<file path="src/rtl/id_ex_shift_stage.sv">
// ID/EX pipeline register with EX/MEM and MEM/WB operand forwarding.
// Ports: ID-side decode + operands in, EX/MEM and MEM/WB producers in,
//   shifter drive (shift_in/amt/opcode), operand B, EX control and fwd selects out.
module id_ex_shift_stage #(
  parameter int DATA_W = 16,
  parameter int REG_W  = 4
) (
  input  logic              clk,
  input  logic              rst,
  input  logic              stall,
  input  logic              flush,
  input  logic              id_valid,
  input  logic [REG_W-1:0]  id_rs,
  input  logic [REG_W-1:0]  id_rt,
  input  logic [REG_W-1:0]  id_rd,
  input  logic [DATA_W-1:0] id_rs_data,
  input  logic [DATA_W-1:0] id_rt_data,
  input  logic [3:0]        id_imm,
  input  logic              id_is_shift,
  input  logic [1:0]        id_shift_op,
  input  logic              id_reg_write,
  input  logic              exm_reg_write,
  input  logic [REG_W-1:0]  exm_rd,
  input  logic [DATA_W-1:0] exm_result,
  input  logic              mwb_reg_write,
  input  logic [REG_W-1:0]  mwb_rd,
  input  logic [DATA_W-1:0] mwb_result,
  output logic [DATA_W-1:0] shift_in,
  output logic [3:0]        shift_amt,
  output logic [1:0]        shift_opcode,
  output logic [DATA_W-1:0] ex_opb,
  output logic              ex_valid,
  output logic              ex_is_shift,
  output logic [REG_W-1:0]  ex_rd,
  output logic              ex_reg_write,
  output logic [1:0]        fwd_a_sel,
  output logic [1:0]        fwd_b_sel
);

  localparam logic [1:0] FWD_REG = 2'b00;
  localparam logic [1:0] FWD_MWB = 2'b01;
  localparam logic [1:0] FWD_EXM = 2'b10;

  typedef struct packed {
    logic              valid;
    logic              reg_write;
    logic              is_shift;
    logic [REG_W-1:0]  rs;
    logic [REG_W-1:0]  rt;
    logic [REG_W-1:0]  rd;
    logic [DATA_W-1:0] a;
    logic [DATA_W-1:0] b;
    logic [3:0]        imm;
    logic [1:0]        op;
  } id_ex_t;

  id_ex_t ex_q;
  id_ex_t ex_d;

  logic [1:0]        sel_a;
  logic [1:0]        sel_b;
  logic [DATA_W-1:0] opa;
  logic [DATA_W-1:0] opb;

  // R0 is hardwired zero, so a write to it never forwards.
  always_comb begin
    sel_a = FWD_REG;
    if (ex_q.rs != '0) begin
      if (exm_reg_write && exm_rd == ex_q.rs)
        sel_a = FWD_EXM;
      else if (mwb_reg_write && mwb_rd == ex_q.rs)
        sel_a = FWD_MWB;
    end
  end

  always_comb begin
    sel_b = FWD_REG;
    if (ex_q.rt != '0) begin
      if (exm_reg_write && exm_rd == ex_q.rt)
        sel_b = FWD_EXM;
      else if (mwb_reg_write && mwb_rd == ex_q.rt)
        sel_b = FWD_MWB;
    end
  end

  always_comb begin
    opa = ex_q.a;
    unique case (sel_a)
      FWD_EXM: opa = exm_result;
      FWD_MWB: opa = mwb_result;
      default: opa = ex_q.a;
    endcase
  end

  always_comb begin
    opb = ex_q.b;
    unique case (sel_b)
      FWD_EXM: opb = exm_result;
      FWD_MWB: opb = mwb_result;
      default: opb = ex_q.b;
    endcase
  end

  // While stalled the operands are refreshed with the forwarded
  // values so a producer retiring out of MEM/WB is not lost.
  always_comb begin
    ex_d = ex_q;
    if (flush) begin
      ex_d = '0;
    end else if (stall) begin
      ex_d.a = opa;
      ex_d.b = opb;
    end else begin
      ex_d.valid     = id_valid;
      ex_d.reg_write = id_reg_write & id_valid;
      ex_d.is_shift  = id_is_shift;
      ex_d.rs        = id_rs;
      ex_d.rt        = id_rt;
      ex_d.rd        = id_rd;
      ex_d.a         = id_rs_data;
      ex_d.b         = id_rt_data;
      ex_d.imm       = id_imm;
      ex_d.op        = id_shift_op;
    end
  end

  always_ff @(posedge clk or posedge rst) begin
    if (rst) ex_q <= '0;
    else     ex_q <= ex_d;
  end

  assign shift_in     = opa;
  assign shift_amt    = ex_q.is_shift ? ex_q.imm : 4'd0;
  assign shift_opcode = ex_q.op;
  assign ex_opb       = opb;
  assign ex_valid     = ex_q.valid;
  assign ex_is_shift  = ex_q.is_shift;
  assign ex_rd        = ex_q.rd;
  assign ex_reg_write = ex_q.reg_write;
  assign fwd_a_sel    = sel_a;
  assign fwd_b_sel    = sel_b;

endmodule

</file>
<file path="config.mk">
export PLATFORM = sky130hd
export DESIGN_NAME = id_ex_shift_stage
export DESIGN_NICKNAME = d
export VERILOG_FILES = /design/src/rtl/id_ex_shift_stage.sv
export SDC_FILE = /design/constraint.sdc
export NUM_CORES = 1
export LEC_CHECK = 0
export ABC_AREA = 0
export CORE_MARGIN = 5
export CORE_UTILIZATION = 41
export CTS_CLUSTER_DIAMETER = 60
export DETAILED_ROUTE_END_ITERATION = 16
export PLACE_DENSITY = 0.8
export SYNTH_ARGS = -nofsm -noshare
export SYNTH_HDL_FRONTEND = slang
export SYNTH_SLANG_ARGS = --single-unit
</file>
<file path="constraint.sdc">
create_clock -name clk -period 2.8 [get_ports clk]
set_clock_uncertainty 0.1 [all_clocks]
set_input_delay 0.28 -clock clk [delete_from_list [all_inputs] [get_ports clk]]
set_output_delay 0.28 -clock clk [all_outputs]
set_load 0.03 [all_outputs]
</file>
==> impl_metrics.py <==
metrics = {
    "status": {
        "status": "finished with violations",
        "violations": "negative setup slack",
    },
    "global_route": {
        "grt_pass1_wl_mm": 18.0,
        "overflow": 0,
        "grt_max_degree": 32,
        "antenna_found_initial": 0,
        "grt_use_total_pct": 23.4,
        "first_global_vias": 3423,
    },
    "synthesis": {
        "synth_seq_cells": 53,
        "synth_xor_area_share_pct": 3.93,
        "synth-compound-area-share_pct": 27.4,
        "syn-num-nets": 405,
        "synth_most_common_cell": "dfrtp_1",
        "synth_area_per_cell_sq_um": 10.3,
        "synthSimpleGateAreaFrac_pct": 7.38,
        "synth_cell_types": 27,
        "yosysTopAreaCellShare_pct": 42.5,
        "synth_cells": 302,
        "synthMuxAreaShare_pct": 6.74,
        "synth_ff_type": "dfrtp_1",
        "synth_top_family_by_area": "compound AO/OA/AOI/OAI gates",
        "yosys_warnings": 0,
        "synth.top_cells.by_count": "dfrtp_1 (53), a21oi_1 (33), inv_1 (33)",
        "synth_fa_ha_area_share_pct": 1.60,
        "synth_area_leaders": "dfrtp_1 (43%), a22o_1 (8.7%), a221oi_2 (7.2%)",
        "synth_edf_count": 0,
        "yosysSeqAreaShare_pct": 42.5,
        "synthArstFlopShare_pct": 100,
        "yosysTopAreaCell": "dfrtp_1",
        "syn_area_sq_um": 3120,
    },
    "worst_setup_path": {
        "worstSetupStartpoint": "ex_q[42]$_DFFE_PP0P_",
        "ff2ff_path_depth": 11,
        "cp_max_fo": 10,
        "cp_slowest_cell": "dfrtp_1",
        "reg2reg_slack_ns": 0.16,
        "arrival_ns": 2.60,
        "crit_required_ns": 2.42,
        "worstReg2RegStart": "ex_q[42]$_DFFE_PP0P_",
        "endpoint": "ex_opb[9]",
        "cp-start-kind": "flop",
        "critPathMaxStageDelay_ns": 0.44,
        "path_cells": "buf_6, xor2_4, nor4_4, buf_4, nor3_4, ha_4, buf_8, a221oi_2, a21oi_2, buf_4",
        "path_class": "reg -> out",
        "cpMostUsedCell": "buf_4",
        "end_kind": "output port",
        "r2r_end": "ex_q[14]$_DFF_PP0_",
    },
    "place": {
        "gp_congestion": 0.868,
        "io_buffer_count": 147,
        "place_ws_ns": -0.290,
        "dp_hpwl_mm": 7.88,
        "dpl_cell_area_sq_um": 4880,
    },
    "layout": {
        "finalCoreUtilization_pct": 81.3,
        "fin_area_sq_um": 5960,
        "diodes": 0,
        "drive_gt1_share_pct": 39.4,
        "n_fill_cell": 407,
        "nNetsFinal": 594,
        "syn2layout_area_growth_pct": 91.2,
    },
    "timing": {
        "period_share_pct": 106,
        "rsz0062_at_grt": "yes",
        "holdWs_ns": 0.0781,
        "drv_slew": 0,
        "worst_pin_slew_ns": 0.390,
        "setup_viol": 32,
        "setup_ws_ns": -0.177,
        "fmax_mhz": 336,
        "min_period_ns": 2.98,
        "slew_headroom_pct": 73.9,
        "hold_viol": 0,
    },
    "drt": {
        "routed_wl_mm": 11.6,
        "wl_met1_mm": 4.45,
        "drt-vias-per-instance": 5.41,
        "via_count": 3197,
        "met2_length_mm": 5.79,
        "route.detailed.drc": 0,
        "wl_met3_mm": 1.17,
        "drt-initial-drc-count": 100,
        "avgRoutedWirePerCell_microns": 19.7,
        "postRouteAntennaNets": 0,
        "dr.pass1.iters": 4,
        "top_layer": "met4",
    },
    "floorplan": {
        "rows": 31,
        "core_area_sq_um": 7330,
        "ioPinCount": 148,
        "die_w_microns": 97.2,
        "die-area_sq_um": 9450,
        "die_y_microns": 97.2,
        "start_util_pct": 42.5,
    },
    "clocking": {
        "cts_tree": "built",
        "insertion_delay_ns": 0.32,
        "numCtsBuffers": 5,
        "cts_sinks": 53,
        "clk_pin_slew_ns": 0.10,
        "root_buffer": "clkbuf_8",
        "clockBufferDepth": 2,
        "cts_hold_buf": 0,
        "h-tree-depth": 2,
    },
    "flow_run": {
        "drv_cap": 0,
    },
    "power_and_ir_drop": {
        "p_leak_nw": 2.67,
        "powerDensity_nw_per_um2": 358,
        "peakVddDrop_v": 0.000209,
    },
    "min_path": {
        "min_path_type": "in -> async",
    },
}
[report_power, final]
part           switching [mW]  leakage, nW  internal [mW]
sequential             0.0226        0.701          0.812
combinational           0.416         1.92          0.434
clock                   0.273       0.0481          0.178
[per-layer routing]
layer  up-vias  GRT usage, %
li1       1471             -
met1      1551          26.7
met2       156          40.2
met3        19          9.33
met4         0          7.56
met5         -             0
[stage by stage]
step / total power [mW] / std cells / setup TNS (ns)
after floorplan: 1.19 / 302 / 0
after global placement: 1.52 / 555 / -4.35
after detailed placement: 1.53 / 555 / -8.18
after CTS: 2.11 / 580 / -1.86
after global routing: 2.22 / 591 / -6.49
final: 2.14 / 591 / -3.57
[critical path: cells and delay by family, from the launching register on]
family	cells	cell delay (ns)
AOI/OAI and AO/OA	2	0.22
xor gates and xnor gates	1	0.18
adders and majority gates	1	0.35
buffers and inverters	4	0.72
DFF	1	0.44
and+or+nand+nor	2	0.37
[cell usage in the layout (no fill, tap or decap), drive strengths merged, types with 2 or more instances in the layout]
master           n
clkdlybuf4s50  110
buf             97
dfrtp           53
a21oi           35
inv             33
a221oi          32
a22o            31
nor2            24
mux2i           21
xnor2            8
clkbuf           6
xor2             6
or3              4
and2             4
ha               4
nand2            3
dlymetal6s2s     3
clkinv           3
nand4            2
nor4             2
o21a             2
nor3b            2
nor3             2
o21ai            2
[what timing repair did]
| action | CTS | global route |
|---|---|---|
| buffers inserted | 15 | 12 |
| setup endpoints to repair | 32 | 35 |
| cloned | 2 | 1 |
| resized for setup | 98 | 30 |
| pin swaps | 14 | 10 |
[how the worst min path moves through the flow]
stage,start,slack [ns],cells past startpoint,endpoint
3_5_place_dp,ex_q[4]$_DFFE_PP0P_,0.41,2,ex_q[4]$_DFFE_PP0P_
6_report,rst,0.08,2,ex_q[45]$_DFFE_PP0P_
4_1_cts,rst,0.08,2,ex_q[37]$_DFF_PP0_
5_1_grt,rst,0.09,2,ex_q[37]$_DFF_PP0_
2_1_floorplan,flush,0.25,1,ex_q[2]$_DFFE_PP0P_
3_3_place_gp,ex_q[3]$_DFFE_PP0P_,0.39,2,ex_q[3]$_DFFE_PP0P_
[registers in the layout (all words and copies together) (netlist names)]
name,cells
ex_is_shift,1
ex_rd,4
ex_reg_write,1
ex_valid,1
ex_q,44
shift_opcode,2
[layout make-up]
type,count,area (sq um),share of cell area (%)
inverter,33,124,2.08
timing repair buffer,213,2200,37.0
sequential,53,1330,22.3
clock buffer,5,68.8,1.15
multi-input combinational,185,2090,35.1
tap,99,124,2.08
clock inverter,3,22.5,0.378
[cells by family after synthesis]
group | Yosys count
flops | 53
compound gates | 102
buf+inv | 64
xor+xnor | 14
mux | 21
fa+ha+maj | 4
simple gates | 44
(Power assumes the default switching activity.)
